[config.mk]
export PLATFORM = sky130hd
export DESIGN_NAME = uart_rx_fifo
export DESIGN_NICKNAME = d
export VERILOG_FILES = /design/src/rtl/uart_rx_fifo.sv
export SDC_FILE = /design/constraint.sdc
export NUM_CORES = 1
export LEC_CHECK = 0
export CAP_MARGIN = 15
export CORE_ASPECT_RATIO = 1.75
export CORE_MARGIN = 1
export CORE_UTILIZATION = 42
export DETAILED_ROUTE_END_ITERATION = 12
export PLACE_DENSITY_LB_ADDON = 0.15
export SYNTH_ARGS = -nofsm -noshare
export SYNTH_HDL_FRONTEND = slang
export SYNTH_SLANG_ARGS = --single-unit
[constraint.sdc]
create_clock -name clk -period 2.5 [get_ports clk]
set_clock_uncertainty 0.1 [all_clocks]
set_input_delay 0.5 -clock clk [delete_from_list [all_inputs] [get_ports clk]]
set_output_delay 0.5 -clock clk [all_outputs]
set_load 0.02 [all_outputs]
[src/rtl/uart_rx_fifo.sv]
// uart_rx_fifo -- 8N1 UART receiver with a small receive buffer.
//
// The serial line is synchronized, then decoded by a bit-timing FSM.
// Received bytes land in a buffer that the consumer drains with a
// valid/ready handshake.
//
// Build option:
//   UART_RX_FIFO_EN defined   -> 4-entry FIFO
//   UART_RX_FIFO_EN undefined -> single holding register
//
// Parameters:
//   BAUD_DIV   clock cycles per bit (4..65535), default 104
//
// Ports:
//   clk        in   system clock
//   reset_n    in   asynchronous active-low reset
//   uart_rx    in   serial line, idle high, 8N1, LSB first
//   rx_data    out  byte at head of buffer
//   rx_valid   out  rx_data holds an unread byte
//   rx_ready   in   consumer accepts; pop on rx_valid && rx_ready
//   frame_err  out  one-cycle pulse on a bad stop bit
//   overrun    out  one-cycle pulse when a byte is dropped (buffer full)
module uart_rx_fifo #(
    parameter int BAUD_DIV = 104
) (
    input  logic       clk,
    input  logic       reset_n,
    input  logic       uart_rx,
    output logic [7:0] rx_data,
    output logic       rx_valid,
    input  logic       rx_ready,
    output logic       frame_err,
    output logic       overrun
);

`ifdef UART_RX_FIFO_EN
    localparam int DEPTH = 4;
`else
    localparam int DEPTH = 1;
`endif
    // Pointer width is kept >= 1 so the single-entry build still has a
    // well-formed index; the spare storage slot is simply never used.
    localparam int PW = (DEPTH > 1) ? $clog2(DEPTH) : 1;
    localparam int CW = $clog2(BAUD_DIV);

    localparam logic [CW-1:0] CNT_FULL = CW'(BAUD_DIV - 1);
    localparam logic [CW-1:0] CNT_HALF = CW'(BAUD_DIV / 2 - 1);

    typedef enum logic [2:0] {
        IDLE,
        START,
        DATA,
        STOP,
        WAIT_HIGH
    } state_t;

    // ---------------- synchronizer ----------------
    logic sync1_q, sync2_q, rxs;

    always_ff @(posedge clk or negedge reset_n) begin
        if (!reset_n) begin
            sync1_q <= 1'b1;
            sync2_q <= 1'b1;
        end else begin
            sync1_q <= uart_rx;
            sync2_q <= sync1_q;
        end
    end

    assign rxs = sync2_q;

    // ---------------- receive FSM ----------------
    state_t        state_q, state_d;
    logic [CW-1:0] cnt_q, cnt_d;
    logic [2:0]    idx_q, idx_d;
    logic [7:0]    shreg_q, shreg_d;
    logic          push;
    logic          ferr_d;

    always_ff @(posedge clk or negedge reset_n) begin
        if (!reset_n) begin
            state_q <= IDLE;
            cnt_q   <= '0;
            idx_q   <= '0;
            shreg_q <= '0;
        end else begin
            state_q <= state_d;
            cnt_q   <= cnt_d;
            idx_q   <= idx_d;
            shreg_q <= shreg_d;
        end
    end

    always_comb begin
        state_d = state_q;
        cnt_d   = cnt_q;
        idx_d   = idx_q;
        shreg_d = shreg_q;
        push    = 1'b0;
        ferr_d  = 1'b0;
        unique case (state_q)
            IDLE: begin
                cnt_d = '0;
                if (!rxs) state_d = START;
            end
            START: begin
                // Re-check the line half a bit in; a high line here was a glitch.
                if (cnt_q == CNT_HALF) begin
                    cnt_d   = '0;
                    idx_d   = '0;
                    state_d = rxs ? IDLE : DATA;
                end else begin
                    cnt_d = cnt_q + CW'(1);
                end
            end
            DATA: begin
                if (cnt_q == CNT_FULL) begin
                    cnt_d          = '0;
                    shreg_d[idx_q] = rxs;
                    idx_d          = idx_q + 3'd1;
                    if (idx_q == 3'd7) state_d = STOP;
                end else begin
                    cnt_d = cnt_q + CW'(1);
                end
            end
            STOP: begin
                if (cnt_q == CNT_FULL) begin
                    cnt_d = '0;
                    if (rxs) begin
                        push    = 1'b1;
                        state_d = IDLE;
                    end else begin
                        ferr_d  = 1'b1;
                        state_d = WAIT_HIGH;
                    end
                end else begin
                    cnt_d = cnt_q + CW'(1);
                end
            end
            WAIT_HIGH: begin
                // A held-low line (break) must not start a new frame.
                cnt_d = '0;
                if (rxs) state_d = IDLE;
            end
            default: begin
                state_d = IDLE;
                cnt_d   = '0;
            end
        endcase
    end

    // ---------------- receive buffer ----------------
    logic [7:0]    mem_q [2**PW];
    logic [PW-1:0] wr_ptr_q, rd_ptr_q;
    logic [2:0]    count_q, count_d;
    logic          full, pop, accept, overrun_d;
    logic          frame_err_q, overrun_q;

    function automatic logic [PW-1:0] ptr_inc(input logic [PW-1:0] p);
        return (p == PW'(DEPTH - 1)) ? '0 : p + PW'(1);
    endfunction

    assign full      = (count_q == 3'(DEPTH));
    assign pop       = rx_valid && rx_ready;
    // A pop in the same cycle frees the head slot, so a full buffer can accept.
    assign accept    = push && (!full || pop);
    assign overrun_d = push && full && !pop;

    always_comb begin
        count_d = count_q;
        if (accept && !pop)      count_d = count_q + 3'd1;
        else if (!accept && pop) count_d = count_q - 3'd1;
    end

    always_ff @(posedge clk or negedge reset_n) begin
        if (!reset_n) begin
            for (int i = 0; i < 2**PW; i++) mem_q[i] <= '0;
            wr_ptr_q    <= '0;
            rd_ptr_q    <= '0;
            count_q     <= '0;
            frame_err_q <= 1'b0;
            overrun_q   <= 1'b0;
        end else begin
            if (accept) begin
                mem_q[wr_ptr_q] <= shreg_q;
                wr_ptr_q        <= ptr_inc(wr_ptr_q);
            end
            if (pop) rd_ptr_q <= ptr_inc(rd_ptr_q);
            count_q     <= count_d;
            frame_err_q <= ferr_d;
            overrun_q   <= overrun_d;
        end
    end

    assign rx_valid  = (count_q != 3'd0);
    assign rx_data   = mem_q[rd_ptr_q];
    assign frame_err = frame_err_q;
    assign overrun   = overrun_q;

endmodule
==> impl_summary.log <==
[metrics] Arr. time, crit path: 1.73 ns
[metrics] number of hold buffers added after CTS: 0
[metrics] first drt pass iteration count: 4
[metrics] buffer count from post-CTS setup fixing: 0
[metrics] kind of end point of the critical path: primary output
[metrics] PwrDens: 521 nW/um^2
[metrics] wire length of the first global-routing pass: 5.73 mm
[metrics] half-perimeter wire length of the detailed placement result: 2.44 mm
[metrics] global router's overall resource usage: 16.3%
[metrics] Worst Max-Slew Pin Slew: 0.455 ns
[metrics] Inserted Diodes: 0
[metrics] share of post-route cells with drive strength above 1: 24.9%
[metrics] kind of start point of the critical path: register
[metrics] die height: 90.5 microns
[metrics] Placement Rows: 31
[metrics] mean instance size in the synthesized netlist: 12.4 sq um
[metrics] post-layout net count: 180
[metrics] area overhead of the layout relative to synthesis: 14.4%
[metrics] number of remaining DRC errors: 0
[metrics] worst-path fanout max: 4
[metrics] total overflow reported by the global router: 0
[metrics] Final Slew Violations: 0
[metrics] post-synthesis async set-or-reset flop share: 100%
[metrics] number of buffer cells added on primary ports: 14
[metrics] count of max-cap constraint violations: 0
[metrics] register area share after synthesis: 48.0%
[metrics] worst vdd rail ir drop: 0.000423 V
[metrics] number of warnings reported in the yosys synthesis log: 0
[metrics] final setup violating endpoints: 0
[metrics] register bit count reported by yosys: 36
[metrics] post_cts resized: 0
[metrics] vias in the first global route: 1233
[metrics] Placement Cell Area: 2040 sq um
[metrics] distinct cell type count of the synthesized netlist: 47
[metrics] status: finished, final reports clean
[metrics] class of the most critical setup path: reg2out
[metrics] Yosys top cell area share: 45.2%
[metrics] Starting DRT DRC Count: 9
[metrics] Clock H-tree levels: 2
[metrics] pin count of the biggest net entering global routing: 37
[metrics] Total Neg Setup Slack: 0 ns
[metrics] leading cell types by total area after synthesis: sky130_fd_sc_hd__dfrtp_1 45%, sky130_fd_sc_hd__mux2_2 9.6%, sky130_fd_sc_hd__ha_1 5.3%
[metrics] required time of the critical path: 1.90 ns
[metrics] clock-pin transition on the worst setup and hold timing paths: 0.08 ns
[metrics] DR WL/cell: 15.4 microns
[metrics] clock tree from TritonCTS: built
[metrics] number of ports placed on the die boundary: 15
[metrics] LEAKAGE: 0.946 nW
[metrics] Core Box Area: 4230 sq um
[metrics] top cell types by occurrence after synthesis: 34 x sky130_fd_sc_hd__dfrtp_1, 16 x sky130_fd_sc_hd__mux2_2, 10 x sky130_fd_sc_hd__nand4_1
[metrics] cell at the root of the clock tree: sky130_fd_sc_hd__clkbuf_8
[metrics] Netlist Area Pre-Place: 1880 sq um
[metrics] number of buffers created by CTS: 5
[metrics] Tot Pwr: 1.12 mW
[metrics] Routed Antenna Nets: 0
[metrics] final estimated routing congestion in global placement: 0.757
[metrics] count of clock tree sinks: 36
[metrics] antenna violations before repair: 0
[metrics] relative slew slack: 69.7%
[metrics] syn nets: 164
[metrics] min Tclk post-route: 2.33 ns
[metrics] worst-skew pair later-pin latency: 0.29 ns
[metrics] Die Area: 4760 sq um
[metrics] cell type with the largest total area after synthesis: sky130_fd_sc_hd__dfrtp_1
[metrics] most frequent cell after synthesis: sky130_fd_sc_hd__dfrtp_1
[metrics] EDFF count, synth: 0
[metrics] cells after synthesis: 152
[metrics] maximum achievable frequency: 429 MHz
[metrics] effective utilization at floorplan: 44.5%
[metrics] detailed-route via count: 1241
[metrics] unrepaired setup endpoints after global routing: no
[metrics] Final Routed Wirelength: 3.37 mm
[metrics] Chip Width: 52.6 microns
[metrics] average via count per standard cell: 5.69
[metrics] fraction of the cycle the final worst path needs: 93.3%
[metrics] worst hold-check path type: reg2reg
[metrics] primary flip-flop cell chosen by synthesis mapping: sky130_fd_sc_hd__dfrtp_1
[metrics] Clock Path Buffers: 2
[metrics] final hold viol count: 0
[metrics] final cell area excluding filler cells: 2150 sq um
[metal layers]
metal / GRT usage, % / part of all wire [%]
met1: 19.2 / 41
met5: 0 / 0
met3: 4.04 / 2.3
met2: 27.3 / 54
met4: 6.58 / 2.0
[worst max-delay path: stages (launching register included)]
cell	delay [ns]
sky130_fd_sc_hd__dfrtp_1	0.43
sky130_fd_sc_hd__inv_1	0.10
sky130_fd_sc_hd__ha_1	0.22
sky130_fd_sc_hd__nand2b_1	0.09
sky130_fd_sc_hd__clkdlybuf4s50_1	0.60
[cell usage in the layout, fill, tap and decap left out, types with 2 or more instances in the layout]
| master | n |
|---|---|
| sky130_fd_sc_hd__nor2b_1 | 2 |
| sky130_fd_sc_hd__nor3b_1 | 3 |
| sky130_fd_sc_hd__dfrtp_1 | 34 |
| sky130_fd_sc_hd__nor2_1 | 5 |
| sky130_fd_sc_hd__inv_1 | 4 |
| sky130_fd_sc_hd__o211ai_1 | 2 |
| sky130_fd_sc_hd__o21ai_0 | 5 |
| sky130_fd_sc_hd__clkbuf_8 | 5 |
| sky130_fd_sc_hd__a211oi_1 | 2 |
| sky130_fd_sc_hd__nand2_1 | 6 |
| sky130_fd_sc_hd__mux2_2 | 16 |
| sky130_fd_sc_hd__buf_4 | 4 |
| sky130_fd_sc_hd__xnor2_1 | 2 |
| sky130_fd_sc_hd__and4bb_2 | 2 |
| sky130_fd_sc_hd__nand3_1 | 4 |
| sky130_fd_sc_hd__or3_1 | 2 |
| sky130_fd_sc_hd__a31oi_1 | 2 |
| sky130_fd_sc_hd__xor2_1 | 4 |
| sky130_fd_sc_hd__nand4_1 | 10 |
| sky130_fd_sc_hd__dfstp_2 | 2 |
| sky130_fd_sc_hd__clkdlybuf4s50_1 | 14 |
| sky130_fd_sc_hd__ha_1 | 8 |
| sky130_fd_sc_hd__nor3_1 | 4 |
| sky130_fd_sc_hd__and3b_1 | 2 |
[registers in the layout, indices dropped and copies added, names as in the netlist]
name	flops
idx_q	3
rxs	1
shreg_q	8
cnt_q	7
mem_q	8
overrun	1
state_q	3
sync1_q	1
count_q	3
frame_err	1
[metrics by stage]
| step | hold slack, ns | worst slack [ns] | std cells | util (%) |
|---|---|---|---|---|
| 2_1_floorplan | 0.104 | 0.524 | 152 | - |
| 3_3_place_gp | 0.246 | 0.221 | 210 | 48.2 |
| 3_5_place_dp | 0.249 | 0.176 | 210 | 48.2 |
| 4_1_cts | 0.261 | 0.148 | 218 | 50.9 |
| 5_1_grt | 0.268 | 0.0690 | 218 | 50.9 |
| 6_report | 0.260 | 0.167 | 218 | 50.9 |
[cells by family after synthesis]
family                   share of synthesized area [%]
AND/OR/NAND/NOR                                   19.1
multiplexers                                      11.3
buffers and inverters                             4.66
flip-flops                                        48.0
XOR/XNOR                                          2.79
adder cells (fa/ha/maj)                           5.32
AO/OA/AOI/OAI                                     8.78
[power by group]
part / internal [mW] / switching (mW) / total [mW]
clock: 0.295 / 0.220 / 0.515
sequential: 0.585 / 0.00335 / 0.588
combinational: 0.00592 / 0.0117 / 0.0177
[final timing paths]
| check | from | to | slack (ns) | depth (start not counted) |
|---|---|---|---|---|
| worst max-delay path | count_q[0] | rx_valid | 0.17 | 4 |
| worst min-delay path | sync1_q | rxs | 0.26 | 0 |
| worst max register to register | count_q[1] | count_q[2] | 0.38 | 7 |
| worst min register to register | sync1_q | rxs | 0.26 | 0 |
| max in group asynchronous | reset_n | sync1_q | 1.44 | 2 |
| min in group asynchronous | reset_n | overrun | 0.52 | 2 |
[final cells by class]
class                   instances  area (sq um)
flip-flops and latches         36           903
fillers                       380          2080
well taps                      49          61.3
repair buffers                 18           170
clock inverters                 3          42.5
inverters                       4          15.0
clock buffers                   5          68.8
multi-input cells             103           890
No activity file was read; power rests on OpenSTA's default activity.
